<file path="config.mk">
export PLATFORM = sky130hd
export DESIGN_NAME = shift_reg_piso_stream
export DESIGN_NICKNAME = d
export VERILOG_FILES = /design/src/rtl/shift_reg_piso_stream.sv
export SDC_FILE = /design/constraint.sdc
export NUM_CORES = 1
export LEC_CHECK = 0
export ABC_AREA = 0
export CAP_MARGIN = 20
export CORE_MARGIN = 5
export CORE_UTILIZATION = 40
export DETAILED_ROUTE_END_ITERATION = 10
export PLACE_DENSITY = 0.82
export SLEW_MARGIN = 10
export SYNTH_ARGS = -nofsm -noshare
export SYNTH_HDL_FRONTEND = slang
export SYNTH_SLANG_ARGS = --single-unit
</file>
<file path="constraint.sdc">
create_clock -name i_clk -period 1.48 [get_ports i_clk]
set_clock_uncertainty 0.2 [all_clocks]
set_input_delay 0.296 -clock i_clk [delete_from_list [all_inputs] [get_ports i_clk]]
set_output_delay 0.296 -clock i_clk [all_outputs]
set_load 0.02 [all_outputs]
</file>
<file path="src/rtl/shift_reg_piso_stream.sv">
// shift_reg_piso_stream: parallel-in / serial-out stream shifter.
// A word is accepted with a valid/ready handshake and sent one bit per
// i_shift strobe, LSB or MSB first (MSB_FIRST). o_done pulses for one
// cycle after the last bit, and a new word may be accepted in that cycle.
// Optional feature macro: PISO_PARITY_EN -- appends the even parity of the
// accepted word as one extra bit after the data bits.
module shift_reg_piso_stream #(
  parameter int   WIDTH      = 8,
  parameter bit   MSB_FIRST  = 1'b0,
  parameter logic IDLE_LEVEL = 1'b1
) (
  input  logic                         i_clk,
  input  logic                         i_reset,
  input  logic                         i_valid,
  output logic                         o_ready,
  input  logic [WIDTH-1:0]             i_data,
  input  logic                         i_shift,
  input  logic                         i_serial,
  output logic                         o_serial,
  output logic                         o_busy,
  output logic                         o_done,
  output logic [$clog2(WIDTH+2)-1:0]   o_bit_cnt
);

  localparam int CW = $clog2(WIDTH+2);
`ifdef PISO_PARITY_EN
  localparam int N = WIDTH + 1;
`else
  localparam int N = WIDTH;
`endif
  localparam logic [CW-1:0] LAST_IDX = CW'(N - 1);

  typedef enum logic {
    S_IDLE  = 1'b0,
    S_SHIFT = 1'b1
  } state_t;

  state_t             state_q;
  logic [WIDTH-1:0]   shift_q;
  logic [WIDTH-1:0]   shift_d;
  logic [CW-1:0]      cnt_q;
  logic               done_q;
  logic               data_bit;
`ifdef PISO_PARITY_EN
  logic               par_q;
`endif

  // Next shift-register value: move one place toward the output end and
  // fill the vacated end with the serial fill bit.
  always_comb begin
    shift_d = shift_q;
    if (MSB_FIRST) begin
      shift_d = {shift_q[WIDTH-2:0], i_serial};
    end else begin
      shift_d = {i_serial, shift_q[WIDTH-1:1]};
    end
  end

  // FSM, shift register, bit counter and done pulse.
  always_ff @(posedge i_clk) begin
    if (i_reset) begin
      state_q <= S_IDLE;
      shift_q <= '0;
      cnt_q   <= '0;
      done_q  <= 1'b0;
`ifdef PISO_PARITY_EN
      par_q   <= 1'b0;
`endif
    end else begin
      done_q <= 1'b0;
      case (state_q)
        S_IDLE: begin
          // A strobe arriving with the word is ignored: load only.
          if (i_valid) begin
            shift_q <= i_data;
            cnt_q   <= '0;
            state_q <= S_SHIFT;
`ifdef PISO_PARITY_EN
            par_q   <= ^i_data;
`endif
          end
        end
        S_SHIFT: begin
          // i_valid is ignored here; the word in flight is never replaced.
          if (i_shift) begin
            shift_q <= shift_d;
            if (cnt_q == LAST_IDX) begin
              state_q <= S_IDLE;
              cnt_q   <= '0;
              done_q  <= 1'b1;
            end else begin
              cnt_q <= cnt_q + CW'(1);
            end
          end
        end
        default: begin
          state_q <= S_IDLE;
        end
      endcase
    end
  end

  // Select the data bit at the output end of the register.
  always_comb begin
    if (MSB_FIRST) begin
      data_bit = shift_q[WIDTH-1];
    end else begin
      data_bit = shift_q[0];
    end
  end

  // Serial line: idle level outside a frame, parity bit in the final slot.
  always_comb begin
    o_serial = IDLE_LEVEL;
    if (state_q == S_SHIFT) begin
`ifdef PISO_PARITY_EN
      if (cnt_q == CW'(WIDTH)) begin
        o_serial = par_q;
      end else begin
        o_serial = data_bit;
      end
`else
      o_serial = data_bit;
`endif
    end else begin
      o_serial = IDLE_LEVEL;
    end
  end

  assign o_ready   = (state_q == S_IDLE);
  assign o_busy    = (state_q == S_SHIFT);
  assign o_done    = done_q;
  assign o_bit_cnt = cnt_q;

endmodule

</file>
==> metrics.csv <==
metric;value;unit
hold_violations;0;
routed_wl;1.70;mm
root_buffer;clkbuf_4;
fin_crit;1.44;ns
initial_core_util;41.3;%
rows;15;
die_w;51.7;um
drive_gt1_share;42.3;%
fp.coreArea;1690;um^2
num_vias;647;
drv_slew;0;
grt_pass1_vias;648;
status;finished clean;
drc;0;
ys_types;25;
clk_pin_slew;0.09;ns
async_flop_share;0;%
final_nets;119;
critPathBufInv;0;
antenna_cells;0;
crit_required;1.49;ns
max_cap_violations;0;
fmax;694;MHz
fillers;146;
ys_ff_latch;14;
port_buffers;20;
yosys_warnings;0;
clock-sinks;14;
htreeDepth;1;
synth.area.top_cells;dfxtp_1 40%, a211oi_2 14%, mux2i_1 13%, nor2_1 4.8%, nor3_1 2.2%;
crit_family;simple AND/OR/NAND/NOR gates;
tightest_slew;0.277;ns
synth_ff_type;dfxtp_1;
slew_headroom;81.0;%
synth_top_area_share;40.2;%
cts_made_buffers;3;
min_period_over_period;97.4;%
io-pin-count;21;
synth_edf_count;0;
crit_chain;ha_2 -> nand3b_1 -> or3b_1 -> a21oi_2;
tns;0;ns
startpoint_type;flip-flop;
yosysTopAreaCell;dfxtp_1;
dr.pass1.iters;4;
grt_start_max_net_pins;11;
routabilityCongestion;0.813;
setup_viol;0;
ys_seq_area_share;40.2;%
criticalPathCategory;reg2reg;
drt-initial-drc-count;3;
yosysMostFrequentCell;dfxtp_1;
layout_setup_ws;0.0385;ns
area_delta_synth_final;50.8;%
synth.top_cells.by_count;14 x dfxtp_1, 9 x mux2i_1, 9 x nor2_1, 8 x a211oi_2;
fp.dieH;51.7;um
synth_nets;82;
p_leak;0.430;nW
clockBufferDepth;2;
ctsHoldBuffers;0;
endpoint_kind;flip-flop;
antenna_found_initial;0;
grt_util_all_layers;14.0;%
avgViaCountPerCell;5.35;
wl_per_cell;14.0;um
synthCells;68;
final_area;1050;um^2
place_ws;-0.296;ns
rrSetupSlack;0.04;ns
dieArea;2680;um^2
p_per_area;851;nW/um^2
cts_tree;built;
rsz0062_at_grt;true;
cp_max_fo;4;
place_area;987;um^2
detail-route-antenna-nets;0;
synth.avg_cell_area;10.2;um^2
irDropWorstVdd;659;uV
slowest_delay;0.38;ns
hp-class;in2reg;
slowest_stage;or3b_1;
clock_latency;0.27;ns
grt_pass1_wl;2.78;mm
overflow;0;
dp_hpwl;1.28;mm
synth_area;697;um^2
critPathArrivalTime;1.45;ns
[cell families after synthesis]
kind of cell / after synthesis / share of synthesized area, %
AOI/OAI and AO/OA: 15 / 21.2
buffers and inverters: 5 / 5.56
and+or+nand+nor: 23 / 16.2
DFF: 14 / 40.2
muxes: 10 / 15.1
adders and majority gates: 1 / 1.80
[flip-flops by register name, indices dropped and copies added, names as in the netlist]
register,cells
o_bit_cnt,4
o_done,1
o_busy,1
shift_q,8
[stage by stage]
stage / cells / power [mW] / hold slack [ns] / util [%]
3_3_place_gp: 114 / 0.614 / 0.310 / 58.4
6_report: 121 / 0.894 / 0.281 / 62.2
5_1_grt: 121 / 0.950 / 0.288 / 62.2
4_1_cts: 119 / 0.900 / 0.336 / 61.5
3_5_place_dp: 114 / 0.621 / 0.322 / 58.4
2_1_floorplan: 68 / 0.540 / 0.161 / -
[cell type report]
type / count / area, um^2 / area share, %
Clock buffer: 4 / 36.3 / 3.45
Inverter: 1 / 3.75 / 0.357
Multi-Input combinational cell: 50 / 399 / 38.0
Sequential cell: 14 / 287 / 27.3
Tap cell: 17 / 21.3 / 2.02
Timing Repair Buffer: 35 / 304 / 28.9
[tightest hold or removal path, delay by kind of cell]
kind	cells	cell delay, ns
buf+inv	2	0.28
simple gates	2	0.14
[power breakdown]
part / switching [mW] / internal [mW]
clock: 0.122 / 0.149
sequential: 0.0161 / 0.401
combinational: 0.0950 / 0.110
[metal layers]
metal / global-route usage [%] / up-vias / wire [um]
li1: - / 321 / -
met1: 15.1 / 313 / 710
met2: 24.4 / 11 / 877
met3: 6.30 / 2 / 91
met4: 4.37 / 0 / 19
met5: 0 / - / 0
[final timing paths]
check	depth (start not counted)	to	startpoint
max	4	o_bit_cnt[0]	o_bit_cnt[0]
min	4	o_done	i_shift
max reg2reg	4	o_bit_cnt[0]	o_bit_cnt[0]
min reg2reg	2	o_bit_cnt[1]	o_bit_cnt[1]
[timing repair]
| item | 4_1_cts | 5_1_grt |
|---|---|---|
| pin swaps | 0 | 2 |
| resized for setup | 21 | 10 |
| endpoints found under the hold margin | 0 | 0 |
| endpoints found under the setup margin | 15 | 9 |
| cloned | 1 | 0 |
| buffers inserted | 0 | 2 |
[cell usage in the layout, fill, tap and decap left out, types with 3 or more instances in the layout]
cell type        Yosys  final
mux2i_1              9      9
dfxtp_1             14     11
buf_4                0     14
a211oi_2             8      8
nor2_1               9      9
clkbuf_4             0      3
buf_2                1      3
clkdlybuf4s50_1      0     11
nor3_1               3      3
nand2_1              3      3
Power figures use the tool's default switching activity.
